$ cat src/rtl/mem_port_adapter_pkg.sv
// mem_port_adapter_pkg: shared state encoding and error read value for the memory port adapter
package mem_port_adapter_pkg;

    localparam logic [31:0] MEM_ERR_RDATA = 32'hDEAD_BEEF;

    typedef enum logic [1:0] {IDLE, REQ, WAIT, RESP} mem_adapter_state_t;

endpackage

$ cat src/rtl/mem_port_adapter_align.sv
// mem_align: shifts byte enables and store data to the address byte offset and flags misalignment
module mem_align (
    input  logic [1:0]  off,
    input  logic [3:0]  be,
    input  logic [31:0] wdata,
    output logic [3:0]  be_sh,
    output logic [31:0] wdata_sh,
    output logic        misaligned
);

    logic [7:0] be8;

    // enables spilling into the upper nibble cross a word boundary
    always_comb begin
        be8        = {4'b0, be} << off;
        be_sh      = be8[3:0];
        misaligned = |be8[7:4];
        wdata_sh   = wdata << {off, 3'b000};
    end

endmodule

$ cat src/rtl/mem_port_adapter.sv
// mem_port_adapter: turns level-held CPU memory requests into req/gnt + rvalid/wack transactions with timeout
module mem_port_adapter
    import mem_port_adapter_pkg::*;
#(
    parameter int TIMEOUT = 255
) (
    input  logic        clk,
    input  logic        rst_n,
    input  logic [31:0] mem_address,
    input  logic        mem_read,
    input  logic        mem_write,
    input  logic [3:0]  mem_byte_enable,
    input  logic [31:0] mem_wdata,
    output logic [31:0] mem_rdata,
    output logic        mem_resp,
    output logic        mem_err,
    output logic        pmem_req,
    output logic        pmem_we,
    output logic [31:0] pmem_addr,
    output logic [3:0]  pmem_be,
    output logic [31:0] pmem_wdata,
    input  logic        pmem_gnt,
    input  logic        pmem_rvalid,
    input  logic [31:0] pmem_rdata,
    input  logic        pmem_wack
);

    localparam int CW = (TIMEOUT > 1) ? $clog2(TIMEOUT) : 1;

    mem_adapter_state_t state;
    logic [CW-1:0]      cnt;
    logic [3:0]         be_sh;
    logic [31:0]        wdata_sh;
    logic               misaligned;
    logic               timeout;
    logic               any_req;
    logic               illegal;

    mem_align u_align (
        .off        (mem_address[1:0]),
        .be         (mem_byte_enable),
        .wdata      (mem_wdata),
        .be_sh      (be_sh),
        .wdata_sh   (wdata_sh),
        .misaligned (misaligned)
    );

    // request classification and the last permitted REQ/WAIT cycle
    always_comb begin
        any_req = mem_read | mem_write;
        illegal = (mem_read & mem_write) | (any_req & misaligned);
        timeout = (TIMEOUT != 0) && (32'(cnt) == 32'(TIMEOUT - 1));
    end

    // transaction FSM with registered outputs; completion wins over a same-cycle timeout
    always_ff @(posedge clk or negedge rst_n) begin
        if (!rst_n) begin
            state      <= IDLE;
            cnt        <= '0;
            mem_resp   <= 1'b0;
            mem_err    <= 1'b0;
            mem_rdata  <= '0;
            pmem_req   <= 1'b0;
            pmem_we    <= 1'b0;
            pmem_addr  <= '0;
            pmem_be    <= '0;
            pmem_wdata <= '0;
        end else begin
            mem_resp <= 1'b0;
            case (state)
                IDLE: begin
                    cnt <= '0;
                    if (illegal) begin
                        state    <= RESP;
                        mem_resp <= 1'b1;
                        mem_err  <= 1'b1;
                        if (mem_read)
                            mem_rdata <= MEM_ERR_RDATA;
                    end else if (any_req) begin
                        state      <= REQ;
                        mem_err    <= 1'b0;
                        pmem_req   <= 1'b1;
                        pmem_we    <= mem_write;
                        pmem_addr  <= {mem_address[31:2], 2'b00};
                        pmem_be    <= mem_write ? be_sh : 4'hf;
                        pmem_wdata <= wdata_sh;
                    end
                end
                REQ: begin
                    cnt <= cnt + CW'(1);
                    if (pmem_gnt && !pmem_we && pmem_rvalid) begin
                        state     <= RESP;
                        mem_resp  <= 1'b1;
                        mem_rdata <= pmem_rdata;
                        pmem_req  <= 1'b0;
                    end else if (timeout) begin
                        state     <= RESP;
                        mem_resp  <= 1'b1;
                        mem_err   <= 1'b1;
                        mem_rdata <= MEM_ERR_RDATA;
                        pmem_req  <= 1'b0;
                    end else if (pmem_gnt) begin
                        state    <= WAIT;
                        pmem_req <= 1'b0;
                    end
                end
                WAIT: begin
                    cnt <= cnt + CW'(1);
                    if (pmem_we ? pmem_wack : pmem_rvalid) begin
                        state    <= RESP;
                        mem_resp <= 1'b1;
                        if (!pmem_we)
                            mem_rdata <= pmem_rdata;
                    end else if (timeout) begin
                        state     <= RESP;
                        mem_resp  <= 1'b1;
                        mem_err   <= 1'b1;
                        mem_rdata <= MEM_ERR_RDATA;
                    end
                end
                RESP:    state <= IDLE;
                default: state <= IDLE;
            endcase
        end
    end

endmodule
$ cat config.mk
export PLATFORM = sky130hd
export DESIGN_NAME = mem_port_adapter
export DESIGN_NICKNAME = d
export VERILOG_FILES = /design/src/rtl/mem_port_adapter_pkg.sv /design/src/rtl/mem_port_adapter_align.sv /design/src/rtl/mem_port_adapter.sv
export SDC_FILE = /design/constraint.sdc
export NUM_CORES = 1
export LEC_CHECK = 0
export BUFFER_PORTS_ARGS = -buffer_cell sky130_fd_sc_hd__buf_4
export CAP_MARGIN = 20
export CORE_MARGIN = 2
export CORE_UTILIZATION = 46
export CTS_BUF_LIST = sky130_fd_sc_hd__clkbuf_4
export DETAILED_ROUTE_END_ITERATION = 12
export GPL_TIMING_DRIVEN = 0
export PLACE_DENSITY = 0.79
export SYNTH_ARGS = -nofsm -noshare
export SYNTH_HDL_FRONTEND = slang
export SYNTH_SLANG_ARGS = --single-unit
$ cat constraint.sdc
create_clock -name clk -period 2 [get_ports clk]
set_input_delay 0.3 -clock clk [delete_from_list [all_inputs] [get_ports clk]]
set_output_delay 0.3 -clock clk [all_outputs]
set_load 0.05 [all_outputs]
==> impl_results.md <==
- Fin cells: 1000
- Worst R2R Start: state[0]
- Slew margin rel.: 0.567
- Hold_sp: pmem_rdata[16]
- # DRC: 0
- Clock Root Buffer: clkbuf_4
- Clock sink count: 112
- Mapped cell area: 0.00539 mm²
- Via density: 5.43
- #FFs+latches synth: 112
- Gr ovfl total: 0
- Post-route ant nets: 0
- Yosys top cell by area: dfrtp_1
- Status: finished with violations
- Hold Violations, Final: 0
- Starting Density: 0.472
- CP Data Required Time: 2.41 ns
- Drt first-iter violations: 435
- Wirelength, routed: 17500 µm
- TritonCTS clock tree: yes
- Largest net degree at the start of global routing: 67
- Commonest non-fill, non-tap cell in the layout: buf_4
- Final Wtd Congestion: 0.888
- CTS Buf Count: 9
- IO Port Bufs: 208
- IO Count: 211
- H-tree levels: 3
- Fillers: 897
- Critical path class: flop to flop
- Dpl hpwl: 12300 µm
- Via count: 5431
- Top cell type's share of synthesized area: 0.520
- Synth Instances: 582
- Failing checks: setup timing
- CTS max path bufs: 2
- Worst vdd ir: 1.27 mV
- Max-slew violations: 0
- Startpoint Class: flop
- Die width: 112 µm
- Final Setup Violations: 11
- Sequential area share after synthesis: 0.520
- Pleak: 4.02 nW
- Hold Path Class: primary input to flop
- Final cycle utilization of the critical path: 1.02
- Post-synthesis async set-or-reset flop share: 1.00
- Syn-to-layout area delta: 46.1%
- Cell variety after synth: 44
- GR Util All Layers: 0.275
- Synth Flop Type: dfrtp_1
- Largest cells by area after synthesis: dfrtp_1 (52%), nand2_1 (11%), a21oi_1 (6.6%)
- P per Cell Area: 1800 mW/mm²
- Initial antenna violation count: 0
- Clock Pin Slew Worst Setup and Hold Paths: 0.19 ns
- Synth Warn #: 0
- WL/cell: 17.5 µm
- Final TNS setup: -0.102 ns
- Max_cap viols: 0
- Mean Syn Cell Area: 9.26 µm²
- Row count: 39
- Final setup margin: -0.0315 ns
- Min Clock Period, post-route: 2.03 ns
- Crit path launch: state[0]
- Layout Skew: 0.0220 ns
- Worst-Margin Slew: 0.649 ns
- Die area: 0.0126 mm²
- Core ar.: 0.0114 mm²
- CP Capture Type: flop
- Vias in the first global route: 5620
- Placed insts: 935
- Fmax: 492 MHz
- Die Span Y: 112 µm
- RSZ-0062 raised after global routing: true
- Layout cell share with drive strength beyond 1: 0.336
- Final nets: 966
- Post-synth EDFFs: 0
- CP Max Fanout: 8
- CP Data Arrival Time: 2.44 ns
- Commonest non-fill, non-tap cells in the layout: buf_4 (222), nand2_1 (158), dfrtp_1 (111)
- Final antenna diode count: 0
- Global-route wire length before repair: 27600 µm
- DR pass1 iterations: 4
- Insertion delay to the later sink of the worst-skew pair: 0.51 ns
## metrics by stage
step                hold WS [ns]   util  cell area (µm²)  setup slack (ns)  power, mW
finish                    0.0158  0.690             7870           -0.0315       14.1
detailed placement         0.360  0.627             7160            -0.404       12.5
CTS                      0.00172  0.680             7760          -0.00957       13.8
global route             0.00717  0.690             7870           -0.0981       14.9
floorplan                0.00441      -             5390          0.000927       9.80
global placement           0.456  0.625             7130            -0.341       12.3
## state kept, by name, summed over array words and instances, names as in the netlist
register,cells
pmem_addr,30
mem_err,1
mem_rdata,32
cnt,8
pmem_req,1
pmem_be,4
pmem_we,1
state,2
pmem_wdata,32
mem_resp,1
## path summary, 6_finish.rpt
path                             endpoint  slack [ns]  cells after the start
hold reg to reg             pmem_wdata[5]        0.50                      2
min in group asynchronous    mem_rdata[2]        0.34                      2
setup reg to reg            mem_rdata[17]       -0.03                      8
setup / recovery            mem_rdata[17]       -0.03                      8
hold / removal              mem_rdata[16]        0.02                      3
max in group asynchronous  pmem_wdata[11]        0.90                      3
## cells by family after synthesis
| kind of cell | synth area share |
|---|---|
| flops | 0.520 |
| compound gates | 0.196 |
| simple gates | 0.174 |
| buf+inv | 0.0388 |
| fa+ha+maj | 0.0162 |
| mux | 0.0501 |
| xor+xnor | 0.00488 |
| other cells | 0.000696 |
## per-layer routing
metal	global-route usage	share of wire
met1	0.317	0.39
met2	0.471	0.50
met3	0.0799	0.077
met4	0.132	0.035
met5	0	0
## synth_stat cells (5+ instances only)
master / n
mux2_2: 8
a22o_1: 10
nand3_1: 13
clkbuf_1: 20
inv_1: 6
nor2b_1: 13
o21ai_0: 19
o31ai_1: 10
mux2i_1: 18
buf_2: 14
nor2_1: 18
a211oi_1: 11
ha_1: 7
nor3_1: 5
a21oi_1: 71
a21o_1: 30
nand2_1: 158
dfrtp_1: 112
## worst max-delay path, stage by stage, from the launching register on
cell and delay [ns]:
dfrtp_1 0.41, inv_2 0.09, ha_4 0.18, and3_4 0.18
or3_4 0.38, a31oi_4 0.22, buf_12 0.15, o21ai_2 0.12
a22o_1 0.21
## power breakdown
| part | total (mW) | internal, mW | leakage, nW | switching [mW] |
|---|---|---|---|---|
| clock network | 1.09 | 0.295 | 0.0641 | 0.794 |
| logic | 9.12 | 3.11 | 2.56 | 6.01 |
| registers | 3.93 | 3.27 | 1.39 | 0.664 |
## layout make-up
class,instances,area (µm²),share of cell area
Tap cell,143,179,0.0227
Inverter,6,22.5,0.00286
Timing Repair Buffer,260,2090,0.265
Multi-Input combinational cell,425,2450,0.311
Buffer,38,210,0.0267
Clock inverter,5,41.3,0.00524
Clock buffer,11,82.6,0.0105
Sequential cell,112,2800,0.356
## timing repair
action | in CTS | in global routing
resized for setup | 20 | 19
cloned | 0 | 1
endpoints found under the hold margin | 86 | 0
hold buffers | 41 | 0
endpoints found under the setup margin | 36 | 76
setup buffers | 5 | 4
pin swaps | 2 | 1
Note: power is estimated with default switching activity, not from simulation.
